==> src/rtl/uart_tx_param.sv <==
// uart_tx_param: parametrised UART transmitter with configurable width, bit period and frame format
module uart_tx_param #(
  parameter int DATA_WIDTH = 8,
  parameter int PRESCALE   = 1
) (
  input  logic                  clk,
  input  logic                  rest,
  input  logic [DATA_WIDTH-1:0] p_data,
  input  logic                  d_valid,
  input  logic                  par_en,
  input  logic                  par_typ,
  input  logic                  stop2,
  output logic                  tx_out,
  output logic                  busy,
  output logic                  frame_done
);
  localparam int PW = PRESCALE > 1 ? $clog2(PRESCALE) : 1;
  localparam int BW = $clog2(DATA_WIDTH);
  typedef enum logic [2:0] {IDLE, START, DATA, PARITY, STOP1, STOP2} state_t;
  state_t                state_q, state_d;
  logic [PW-1:0]         pre_q, pre_d;
  logic [BW-1:0]         bit_q, bit_d;
  logic [DATA_WIDTH-1:0] data_q, data_d;
  logic                  par_en_q, par_en_d, par_typ_q, par_typ_d, stop2_q, stop2_d;
  logic                  wrap;
  assign wrap = pre_q == PW'(PRESCALE - 1);
  always_ff @(posedge clk) begin
    if (rest) begin
      state_q   <= IDLE;
      pre_q     <= '0;
      bit_q     <= '0;
      data_q    <= '0;
      par_en_q  <= 1'b0;
      par_typ_q <= 1'b0;
      stop2_q   <= 1'b0;
    end else begin
      state_q   <= state_d;
      pre_q     <= pre_d;
      bit_q     <= bit_d;
      data_q    <= data_d;
      par_en_q  <= par_en_d;
      par_typ_q <= par_typ_d;
      stop2_q   <= stop2_d;
    end
  end
  always_comb begin
    state_d   = state_q;
    pre_d     = (state_q == IDLE || wrap) ? '0 : pre_q + PW'(1);
    bit_d     = bit_q;
    data_d    = data_q;
    par_en_d  = par_en_q;
    par_typ_d = par_typ_q;
    stop2_d   = stop2_q;
    case (state_q)
      IDLE: if (d_valid) begin
        state_d   = START;
        bit_d     = '0;
        data_d    = p_data;
        par_en_d  = par_en;
        par_typ_d = par_typ;
        stop2_d   = stop2;
      end
      START:  state_d = wrap ? DATA : START;
      DATA: if (wrap) begin
        bit_d   = bit_q == BW'(DATA_WIDTH - 1) ? '0 : bit_q + BW'(1);
        state_d = bit_q != BW'(DATA_WIDTH - 1) ? DATA : par_en_q ? PARITY : STOP1;
      end
      PARITY: state_d = wrap ? STOP1 : PARITY;
      STOP1:  state_d = !wrap ? STOP1 : stop2_q ? STOP2 : IDLE;
      STOP2:  state_d = wrap ? IDLE : STOP2;
      default: begin
        state_d = IDLE;
        pre_d   = '0;
      end
    endcase
  end
  // Outputs decode only registered state, so input changes never reach the line directly.
  always_comb begin
    tx_out     = 1'b1;
    busy       = 1'b0;
    frame_done = 1'b0;
    case (state_q)
      START: begin
        tx_out = 1'b0;
        busy   = 1'b1;
      end
      DATA: begin
        tx_out = data_q[bit_q];
        busy   = 1'b1;
      end
      PARITY: begin
        tx_out = ^data_q ^ par_typ_q;
        busy   = 1'b1;
      end
      STOP1: begin
        busy       = 1'b1;
        frame_done = wrap && !stop2_q;
      end
      STOP2: begin
        busy       = 1'b1;
        frame_done = wrap;
      end
      default: begin
        tx_out     = 1'b1;
        busy       = 1'b0;
        frame_done = 1'b0;
      end
    endcase
  end
endmodule

==> config.mk <==
export PLATFORM = sky130hd
export DESIGN_NAME = uart_tx_param
export DESIGN_NICKNAME = d
export VERILOG_FILES = /design/src/rtl/uart_tx_param.sv
export SDC_FILE = /design/constraint.sdc
export NUM_CORES = 1
export LEC_CHECK = 0
export CAP_MARGIN = 20
export CORE_MARGIN = 8
export CORE_UTILIZATION = 45
export DETAILED_ROUTE_END_ITERATION = 10
export GPL_ROUTABILITY_DRIVEN = 1
export GPL_TIMING_DRIVEN = 0
export PLACE_DENSITY = 0.7
export SLEW_MARGIN = 10
export SYNTH_ARGS = -nofsm -noshare
export SYNTH_HDL_FRONTEND = slang
export SYNTH_SLANG_ARGS = --single-unit
==> constraint.sdc <==
create_clock -name clk -period 4 [get_ports clk]
set_input_delay 0.8 -clock clk [delete_from_list [all_inputs] [get_ports clk]]
set_output_delay 0.8 -clock clk [all_outputs]
set_load 0.03 [all_outputs]
==> Word level (Yosys, flattened, before mapping) <==
Cells that the tools add are included.
Widths: inputs -> output; s select.
{ "classes": {"n_bitwise": 3, "mux": 19, "order_cmp": 1, "reduce_logical": 12, "eq_ne": 9, "n_addsub": 2} }
{ "ops": {"columns": ["operator", "n"], "rows": [
  ["$mux 3", 11],
  ["$pmux 3 s6", 1],
  ["$eq 3x3->1 const B", 3],
  ["$reduce_xor 8->1", 1],
  ["$eq 3x2->1 const B", 2],
  ["$pmux 3 s2", 1],
  ["$reduce_or 6->1", 1],
  ["$reduce_or 5->1", 1],
  ["$lt 3x4->1 const B", 1],
  ["$ne 2x2->1 const B", 2],
  ["$reduce_and 2->1", 2],
  ["$add 3x1->3 const B", 1],
  ["$bmux 1 s3", 1],
  ["$eq 3x1->1 const B", 1],
  ["$logic_not 3->1", 1],
  ["$ne 3x3->1 const B", 1],
  ["$pmux 1 s3", 1],
  ["$reduce_and 3->1", 1],
  ["$reduce_or 3->1", 1],
  ["$mux 1", 2],
  ["$mux 2", 1],
  ["$not 1->1", 2],
  ["$pmux 1 s2", 1],
  ["$reduce_bool 2->1", 1],
  ["5 further kinds", 5]
]} }
{ "totals": {"ff_bits": 18, "in_bits": 14, "word_cells": 53, "output_inout_bits": 3} }

==> Depth between registers and ports, before layout <==
{ "logic_depth": {"ltp_word": 4, "ltp_mapped": 6, "depth_no_buf": 6} }

==> Worst setup path after synthesis <==
No wires, ideal clock.
{ "synth_path": {"kind": "register to output", "startpoint": "register data_q[6]", "endpoint": "output tx_out", "required_ps": 3200, "path_stages_with_launch": 4, "t_arrival_ps": 1731, "path_buffers": 0, "path_slack_ps": 1469, "cell_sequence": "dfxtp_1 xor2_1 xnor3_1 o311ai_1"} }
{ "synth_via": {"elab_chain_len": 3, "elab_cells_between_ends": 5, "classes_between": "mux: 3; bitwise: 1; reduce/logical: 1"} }
{ "synth_lines": {"columns": ["element", "line", "source"], "rows": [
  ["from (decl)", "23", "logic [DATA_WIDTH-1:0] data_q, data_d;"],
  ["from (signal assigned)", "40", "data_q <= data_d;"],
  ["$bmux 1 s3 / $reduce_xor 8->1 (equally long branches)", "88, 92", null],
  ["$mux 1 (not written as such) / $xor 1x1->1 (equally long branches)", "88, 92", null],
  ["$pmux 1 s3 *", "82", "case (state_q)"],
  ["to (decl)", "13", "output logic tx_out,"]
]} }
Mark *: on every way between the ends. The rest lies on a longest branch, timed or not. The select of a mux whose other input is x is not followed.

==> Worst setup path in the final report <==
Ends and elaborated chain as after synthesis.

==> run_results.csv <==
group,metric,value,unit
status,outcome,"complete, no violations",
timing,fmax,0.322,GHz
timing,fin_crit_sh,77.6,%
worst_setup_path,crit_fanout,3,
cts,cts_sinks,18,
logic_synthesis,yosysMostFrequentCell,"nand2_1",
global_route,grt_overflow_total,0,
power,power.density,340,mW/mm^2
worst_setup_path,criticalPathCategory,"reg -> out",
logic_synthesis,synth_fp_nets,130,
logic_synthesis,synthCells,114,
cts,clk_latency,0.28,ns
logic_synthesis,synth-edff-count,0,
cts,cts_buffer_depth,2,
worst_setup_path,end_kind,"primary output",
logic_synthesis,yosys_warnings,0,
power,irDropWorstVdd,0.247,mV
logic_synthesis,synthXorXnorAreaFrac,7.11,%
routing,drc_errors,0,
finish,finalInstanceArea,0.00114,mm^2
timing,setup_viol,0,
finish,fin_util,58.0,%
routing,viasPerCell,5.11,
floorplanning,dieArea,0.00378,mm^2
worst_setup_path,required,3.20,ns
logic_synthesis,async_reset_ff_share,0,%
logic_synthesis,synthSimpleGateAreaFrac,22.0,%
worst_hold_path,min_path_type,"reg -> reg",
cts,cts_tree,"yes",
logic_synthesis,yosys.area.top_type,"dfxtp_1",
cts,holdBufCountCts,0,
global_route,grt_pass1_wl,3.38,mm
worst_setup_path,crit_chain,"xor2_1 > xnor3_1 > o311ai_1 > clkdlybuf4s50_1",
logic_synthesis,synthTopCellsByArea,"dfxtp_1, nand2_1, a21oi_1",
finish,fillers,205,
finish,diodes,0,
logic_synthesis,synthesis.area,932,um^2
worst_hold_path,hold_start,"par_en_q",
worst_setup_path,cp-startpoint,"data_q[6]",
routing,wl_per_cell,12.0,um
floorplanning,fp.dieW,61.5,um
floorplanning,num_rows,16,
placed_design,place_area,0.00112,mm^2
finish,nets,150,
timing,whs,0.481,ns
logic_synthesis,synth.top_cell.area_share,38.7,%
worst_setup_path,slowest_delay,0.73,ns
placed_design,pre_cts_slack,1.17,ns
floorplanning,core_area,0.00196,mm^2
worst_setup_path,r2r_start,"state_q[2]",
routing,num_vias,812,
worst_setup_path,cp_slowest_cell,"clkdlybuf4s50_1",
logic_synthesis,synth_top_family_by_area,"simple AND/OR/NAND/NOR gates",
timing,drv_slew,0,
routing,routed_wl,1.90,mm
floorplanning,initial_core_util,47.5,%
worst_setup_path,critPathTopFamily,"buffers and inverters",
finish,drive_gt1_share,7.58,%
timing,rsz0062_at_grt,"false",
cts,h-tree-depth,1,
logic_synthesis,yosysSeqAreaShare,38.7,%
worst_setup_path,path_buf_inv,1,
power,total_leakage_power,0.000431,uW
floorplanning,ioPinCount,17,
placed_design,port_buffers,15,
routing,drt-initial-drc-count,9,
global_route,grt_max_degree,11,
finish,area_delta_synth_final,22.1,%
logic_synthesis,synth_flop_cell,"dfxtp_1",
worst_setup_path,start_kind,"flip-flop",
cts,cts_root_buffer,"clkbuf_4",
logic_synthesis,ys_types,31,
cts,post_cts_resized,0,
logic_synthesis,synth_fa_ha_area_share,2.68,%
run,max-cap-violations,0,
timing,fin_skew,0.00460,ns
worst_setup_path,arrival,2.30,ns
placed_design,hpwl,1.50,mm
timing,period_needed,3.10,ns
routing,drt_pre_antenna_iters,4,
cts,cts_buffers,3,
logic_synthesis,ys_ff_latch,18,
timing,fin_tns_setup,0,ns
cts,post_cts.repair.setup_buffers,0,
global_route,grt_pass1_vias,772,
global_route,track_usage,11.7,%
timing,layout_setup_ws,0.896,ns
logic_synthesis,synth_compound_area_share,18.8,%
cts,clk_pin_slew,0.09,ns
timing,hold_violations,0,
logic_synthesis,synthTopCellsByCount,"nand2_1, a21oi_1, dfxtp_1",
global_route,antenna_found_initial,0,
placed_design,gp_congestion,0.785,
logic_synthesis,avgSynthCellArea,8.18,um^2
routing,ant_nets,0,
logic_synthesis,muxShareOfSynthArea,5.91,%
floorplanning,die_h,61.5,um
==> cells by family (layout without fill, tap and decap cells) <==
family                     count (synthesis)  count (layout)
and+or+nand+nor                           45              45
AOI/OAI and AO/OA                         30              30
DFF                                       18              18
buffers and inverters                      9              27
xor gates and xnor gates                   6               6
muxes                                      3               3
adders and majority gates                  2               2
other                                      1               1
==> layer usage <==
metal  global-route usage, %  up-vias  wire length (um)
met3                    5.22        2               106
met1                    15.5      367               934
met2                    17.3       13               848
met5                       0        -                 0
li1                        -      430                 -
met4                    1.95        0                15
==> report_power, final <==
part           internal (uW)  switching, uW
Sequential               191           11.1
Combinational           49.9           50.2
Clock                   35.0           49.9
==> placed cells by master, fill, tap and decap left out, drive strengths merged <==
| master | n |
|---|---|
| nand3 | 3 |
| ha | 2 |
| clkdlybuf4s50 | 15 |
| a21oi | 19 |
| xnor2 | 4 |
| buf | 5 |
| a22oi | 1 |
| a21o | 1 |
| o221ai | 1 |
| mux4 | 2 |
| inv | 2 |
| xor2 | 1 |
| or3 | 2 |
| nor2 | 2 |
| nand2 | 27 |
| dfxtp | 18 |
| clkbuf | 5 |
| mux2i | 1 |
| o21ai | 4 |
| conb | 1 |
| o311ai | 1 |
| nor2b | 3 |
| o2111a | 1 |
| xnor3 | 1 |
| nor3 | 4 |
| o21a | 1 |
| nand2b | 2 |
| and2 | 2 |
| a41oi | 1 |
==> cell type report <==
cell class | count | area [um^2] | share of cell area (%)
Inverter | 2 | 7.51 | 0.659
Tap cell | 27 | 33.8 | 2.97
Clock buffer | 3 | 22.5 | 1.98
Buffer | 7 | 33.8 | 2.97
Timing Repair Buffer | 15 | 150 | 13.2
Sequential cell | 18 | 360 | 31.6
Multi-Input combinational cell | 87 | 531 | 46.6
==> worst reg2reg max path, cell delays in order (launching register included) <==
cell	delay (ns)
dfxtp_1	0.32
buf_2	0.17
nor3_1	0.34
nand2_1	0.21
buf_2	0.24
nand2_1	0.09
a21oi_1	0.06
==> worst paths after layout <==
path,slack (ns),cells past startpoint,endpoint
min reg2reg,0.48,2,par_en_q
max reg2reg,2.45,6,par_typ_q
max,0.90,4,tx_out
min,0.48,2,par_en_q
==> metrics by stage <==
| stage | total power [uW] | instances |
|---|---|---|
| 2_1_floorplan | 273 | 114 |
| 3_3_place_gp | 305 | 156 |
| 6_report | 387 | 159 |
| 4_1_cts | 392 | 159 |
| 5_1_grt | 410 | 159 |
| 3_5_place_dp | 308 | 156 |
==> sequential cells by signal, summed over array words and instances (netlist names) <==
signal     cells
data_q         8
bit_q          3
state_q        3
par_en_q       1
par_typ_q      1
pre_q          1
stop2_q        1
Note: power is estimated with default switching activity, not from simulation.
